$ cat src/rtl/chunked_ripple_adder.sv
// chunked_ripple_adder: multi-cycle adder that sums CHUNK bits per clock through a ripple
// stage, registering the carry between slices. Define CHUNKED_ADDER_OVF_EN to add the ovf port.
module chunked_ripple_adder #(
  parameter int WIDTH = 8,
  parameter int CHUNK = 2
) (
  input  logic             clk,
  input  logic             reset,
  input  logic             start,
  input  logic [WIDTH-1:0] a,
  input  logic [WIDTH-1:0] b,
  input  logic             c0,
  output logic             busy,
  output logic             done,
  output logic [WIDTH-1:0] s,
  output logic             cout
`ifdef CHUNKED_ADDER_OVF_EN
  ,
  output logic             ovf
`endif
);

  localparam int N  = WIDTH / CHUNK;
  localparam int KW = (N > 1) ? $clog2(N) : 1;
  localparam logic [KW-1:0] K_LAST = KW'(N - 1);

  typedef enum logic [1:0] {
    IDLE,
    RUN,
    DONE
  } state_t;

  state_t           state;
  state_t           state_next;
  logic [KW-1:0]    k;
  logic [WIDTH-1:0] op_a;
  logic [WIDTH-1:0] op_b;
  logic [WIDTH-1:0] sum_reg;
  logic [WIDTH-1:0] sum_next;
  logic             carry;
  logic [CHUNK:0]   slice_sum;
  logic             accept;
  logic             last;

  assign accept = (state != RUN) && start;
  assign last   = (state == RUN) && (k == K_LAST);
  assign busy   = (state == RUN);
  assign done   = (state == DONE);

  assign slice_sum = {1'b0, op_a[k*CHUNK +: CHUNK]}
                   + {1'b0, op_b[k*CHUNK +: CHUNK]}
                   + {{CHUNK{1'b0}}, carry};

  // The final slice is merged here so s can be loaded whole on the last RUN edge.
  always_comb begin
    sum_next = sum_reg;
    sum_next[k*CHUNK +: CHUNK] = slice_sum[CHUNK-1:0];
  end

  always_comb begin
    state_next = state;
    case (state)
      IDLE, DONE: state_next = start ? RUN : IDLE;
      RUN:        state_next = (k == K_LAST) ? DONE : RUN;
      default:    state_next = IDLE;
    endcase
  end

  always_ff @(posedge clk) begin
    if (reset) state <= IDLE;
    else       state <= state_next;
  end

  always_ff @(posedge clk) begin
    if (reset) begin
      k       <= '0;
      carry   <= 1'b0;
      op_a    <= '0;
      op_b    <= '0;
      sum_reg <= '0;
      s       <= '0;
      cout    <= 1'b0;
`ifdef CHUNKED_ADDER_OVF_EN
      ovf     <= 1'b0;
`endif
    end else if (accept) begin
      op_a    <= a;
      op_b    <= b;
      carry   <= c0;
      sum_reg <= '0;
      k       <= '0;
    end else if (state == RUN) begin
      sum_reg <= sum_next;
      carry   <= slice_sum[CHUNK];
      k       <= k + KW'(1);
      if (last) begin
        k    <= '0;
        s    <= sum_next;
        cout <= slice_sum[CHUNK];
`ifdef CHUNKED_ADDER_OVF_EN
        // Carry into the MSB is recovered from the MSB's own sum bit.
        ovf  <= (op_a[WIDTH-1] ^ op_b[WIDTH-1] ^ sum_next[WIDTH-1]) ^ slice_sum[CHUNK];
`endif
      end
    end
  end

endmodule

$ cat config.mk
export PLATFORM = sky130hd
export DESIGN_NAME = chunked_ripple_adder
export DESIGN_NICKNAME = d
export VERILOG_FILES = /design/src/rtl/chunked_ripple_adder.sv
export SDC_FILE = /design/constraint.sdc
export NUM_CORES = 1
export LEC_CHECK = 0
export ABC_CLOCK_PERIOD_IN_PS = 3400
export CORE_MARGIN = 4
export CORE_UTILIZATION = 40
export DETAILED_ROUTE_END_ITERATION = 10
export PLACE_DENSITY = 0.69
export SYNTH_ARGS = -nofsm -noshare
export SYNTH_HDL_FRONTEND = slang
export SYNTH_SLANG_ARGS = --single-unit
$ cat constraint.sdc
create_clock -name clk -period 3.4 [get_ports clk]
set_input_delay 0.51 -clock clk [delete_from_list [all_inputs] [get_ports clk]]
set_output_delay 0.51 -clock clk [all_outputs]
set_load 0.01 [all_outputs]
Word-level counts from Yosys, hierarchy flattened
Cells that the tools add are included.
Widths: inputs -> output; s select.
{ "word_totals": {"regBits": 38, "in_bits": 20, "out_inout_bits": 11, "word_cells": 35} }
{ "classes": {"n_addsub": 4, "eq_ne": 4, "shifts": 4, "mux": 7, "n_bitwise": 1, "reduce_logical": 7} }
{ "op_table": {"columns": ["cell", "count"], "rows": [
  ["$neg 3->34", 1],
  ["$shift 2x34->8 const A", 1],
  ["$shiftx 2x34->8", 1],
  ["$shiftx 8x4->2", 2],
  ["$bwmux 8", 1],
  ["$eq 2x2->1 const B", 2],
  ["$mux 2", 2],
  ["$pmux 2 s2", 1],
  ["$reduce_or 2->1", 2],
  ["$add 2x2->3", 1],
  ["$add 3x1->3", 1],
  ["$mux 1", 3],
  ["$reduce_and 3->1", 1],
  ["$add 2x1->2 const B", 1],
  ["$eq 2x1->1 const B", 1],
  ["$logic_and 1x1->1", 2],
  ["$logic_not 2->1", 1],
  ["$ne 2x1->1 const B", 1],
  ["$reduce_bool 2->1", 1],
  ["$not 1->1", 1]
]} }

Logic depth before layout (Yosys ltp)
{ "depth": {"word_depth": 5, "ltp_mapped": 7, "mapped_depth_nobuf": 6} }

Least setup slack after synthesis
OpenSTA, ideal clock, no wires.
{ "synth_path": {"path_kind": "register to register", "start": "register k[1]", "end": "register s[7]", "setup_time_ns": 0.125, "t_arrival_ns": 2.474, "required_ns": 3.275, "slack_ns": 0.802, "path_stages_with_launch": 8, "path_buffers": 1, "period_less_slack_ns": 2.598, "path_cell_list": "dfxtp_1 buf_2 mux4_2 fa_1 fa_1 and2b_1 a221oi_1 nor3_1"} }
{ "synth_between": {"elab_chain_len": 5, "elab_cells_between_ends": 11, "cone_classes": "3 x add/sub; 1 x eq/ne; 4 x shift; 1 x mux; 2 x reduce/logical"} }
{ "synth_lines": {"columns": ["element", "line", "source"], "rows": [
  ["start, declared", "35", "logic [KW-1:0] k;"],
  ["start signal, assigned", "95", "k <= k + KW'(1);"],
  ["$shiftx 8x4->2, on equally long branches", "50, 51", null],
  ["$add 2x2->3", "51", "+ {1'b0, op_b[k*CHUNK +: CHUNK]}"],
  ["$add 3x1->3", "52", "+ {{CHUNK{1'b0}}, carry};"],
  ["$shiftx 2x34->8", "57", "sum_next[k*CHUNK +: CHUNK] = slice_sum[CHUNK-1:0];"],
  ["$bwmux 8", "57", null],
  ["end signal, assigned", "98", "s <= sum_next;"],
  ["end, declared", "15", "output logic [WIDTH-1:0] s,"]
]} }
Parallel ways exist; a longest one is shown, timed or not.
A chain may end at the register's enable or synchronous reset.

Final worst setup path
Same ends and word-level chain as after synthesis.

==> metrics.md <==
| Metric | Value |
|---|---|
| Outcome | `complete, no violations` |
| Min Tclk post-route | `2.81 ns` |
| WL per Instance | `14.6 um` |
| Syn Nets | `219` |
| Final setup TNS | `0 ns` |
| Worst-path clk slew | `0.07 ns` |
| Fillers | `428` |
| Post-layout util | `50.1%` |
| Final Max Tran Viols | `0` |
| WS Path Type | `reg -> reg` |
| Starting Density | `41.4%` |
| CTS Buf Count | `5` |
| DRT Pass-1 Iters | `4` |
| Area leader, netlist | `dfxtp_1` |
| Slew HR | `67.5%` |
| CP arrival | `2.98 ns` |
| Hold_ws | `0.461 ns` |
| Via count | `1,454` |
| Final period util | `82.5%` |
| Async set or reset register ratio after synthesis | `0%` |
| Horiz. Die Dim | `75.2 um` |
| Core area | `4350 sq um` |
| Post-CTS setup buffers | `0` |
| Final setup viols | `0` |
| Routability cong. | `0.778` |
| Vias per std cell | `5.41` |
| Reg power frac | `51.9%` |
| CP required | `3.57 ns` |
| Sequential area share after synthesis | `42.2%` |
| P_int | `0.000679 W` |
| I/O pin count | `31` |
| Switching part of the total power | `25.5%` |
| Clk pwr share | `35.4%` |
| VDD IR max | `246 uV` |
| Share of cells above drive strength 1 | `10.1%` |
| Comb pwr share | `12.7%` |
| First-pass GRT wire length | `6630 um` |
| Routed WL | `3940 um` |
| Post_cts resized | `0` |
| Max Freq | `356 MHz` |
| Most used cell, CP | `fa_1` |
| Mapped Cells | `191` |
| RSZ-0062 raised after global routing | `false` |
| Critical Path Max Stage Delay | `0.58 ns` |
| Maximum level of the CTS H-tree | `2` |
| Min-delay worst type | `reg -> reg` |
| CP Capture Type | `register` |
| Synth-to-Final Area Change | `20.9%` |
| Nets@finish | `244` |
| CTS tree | `yes` |
| Lkg Pwr | `0.799 nW` |
| Count leader, synth | `dfxtp_1` |
| Yosys cell types | `35` |
| Synth area leaders | `dfxtp_1 42%, a21oi_1 5.3%, mux4_2 5.0%` |
| Die area | `5650 sq um` |
| Initial antenna violation count | `0` |
| Initial DRC Count | `35` |
| Clock Skew | `0.00465 ns` |
| Total GRT Usage | `15.8%` |
| P_sw | `0.000232 W` |
| Longest Clk Path Bufs | `2` |
| CP max stage cell | `mux4_2` |
| I/O Buffers | `30` |
| Commonest cells post-synth | `38 x dfxtp_1, 19 x a21oi_1, 19 x nor2_1` |
| Pwr dens | `418 nW/um^2` |
| Crit path launch type | `register` |
| Post-synth EDFFs | `0` |
| Detail Route Antenna Nets | `0` |
| Seq. cell area | `761 sq um` |
| Area of the multi-input gates | `908 sq um` |
| Sinks on the clock net | `38` |
| Root Buffer | `clkbuf_8` |
| GRT overflow | `0` |
| DRC errors left | `0` |
| Syn Area/Cell | `9.45 sq um` |
| N_diodes | `0` |
| Critical path, cell by cell | `mux4_2, fa_1, fa_1, and2b_1, a221oi_1, nor3_1` |
| #FFs+latches synth | `38` |
| Synth warn | `0` |
| Die Ht | `75.2 um` |
| FP Rows | `24` |
| Prevailing post-synth register cell | `dfxtp_1` |
| CTS Hold Bufs | `0` |
| Worst Tran Pin Value | `0.486 ns` |
| Worst Path Max Fanout | `9` |
| Vias in the first global route | `1,467` |
| Synth top area share | `42.2%` |
| Final HPWL DP | `2730 um` |
| Later-pin clock latency in the skew report | `0.30 ns` |
| Largest net degree at the start of global routing | `27` |
| Max_cap viols | `0` |
| Final hold vios | `0` |
| Synth Cell Area | `1800 sq um` |
## path summary, 6_finish.rpt
path | from | to | slack (ns) | cells past startpoint
setup reg to reg | k[1] | s[7] | 0.59 | 6
setup / recovery | k[1] | s[7] | 0.59 | 6
hold reg to reg | cout | cout | 0.46 | 2
hold / removal | cout | cout | 0.46 | 2
## power by group through the flow
stage | Clock, W | Combinational, W | Sequential [W]
detailed placement | 0 | 0.000116 | 0.000484
global route | 0.000349 | 0.000128 | 0.000475
CTS | 0.000328 | 0.000116 | 0.000473
floorplan | 0 | 0.0000867 | 0.000476
finish | 0.000322 | 0.000116 | 0.000473
global placement | 0 | 0.000113 | 0.000483
## cell usage in the layout, fill, tap and decap left out, types with 2 or more instances in the layout
cell type        count
nand3b_1             5
dfxtp_1             38
nor3_1               8
ha_1                 6
fa_1                 2
nor2_1              19
a221oi_2             2
a21oi_1             19
nor2b_1              2
clkbuf_8             6
buf_4                3
mux4_2               4
a32oi_1              8
o21ai_0             13
clkdlybuf4s50_1     30
inv_1                6
a221oi_1             6
nand2_1              4
and3b_1              2
o21ai_1              3
nand3_1             16
## area by class of cell
type                    count  share of cell area, %
well taps                  52                   2.98
flip-flops and latches     38                   34.9
multi-input cells         130                   41.7
clock inverters             1                  0.229
clock buffers               7                   3.96
inverters                   8                   1.49
repair buffers             33                   14.8
## kinds of logic (layout without fill, tap and decap cells)
group                    count (synthesis)  in the layout  synth area share, %
AND/OR/NAND/NOR                         63             63                 18.9
AO/OA/AOI/OAI                           54             54                 19.5
flip-flops                              38             38                 42.2
adder cells (fa/ha/maj)                  8              8                 6.38
multiplexers                             5              5                 5.55
buffers and inverters                   23             49                 7.49
## routing by layer
metal / share of wire, % / global-route usage (%) / up-vias
li1: - / - / 748
met5: 0 / 0 / -
met4: 2.5 / 8.93 / 0
met2: 46 / 25.5 / 28
met1: 48 / 19.0 / 671
met3: 4.1 / 4.14 / 7
## stage by stage
step	worst slack, ns	area, sq um	instances	total power, W
4_1_cts	0.569	2180	269	0.000918
3_3_place_gp	0.673	2090	261	0.000595
2_1_floorplan	0.802	1800	191	0.000563
6_report	0.594	2180	269	0.000911
5_1_grt	0.419	2180	269	0.000952
3_5_place_dp	0.574	2090	261	0.000599
## worst max-delay path, delay by kind of cell (launching register included)
family          cells  cell delay [ns]
mux                 1             0.58
fa+ha+maj           2             0.91
simple gates        2             0.34
compound gates      1             0.29
flops               1             0.55
No activity file was read; power rests on OpenSTA's default activity.
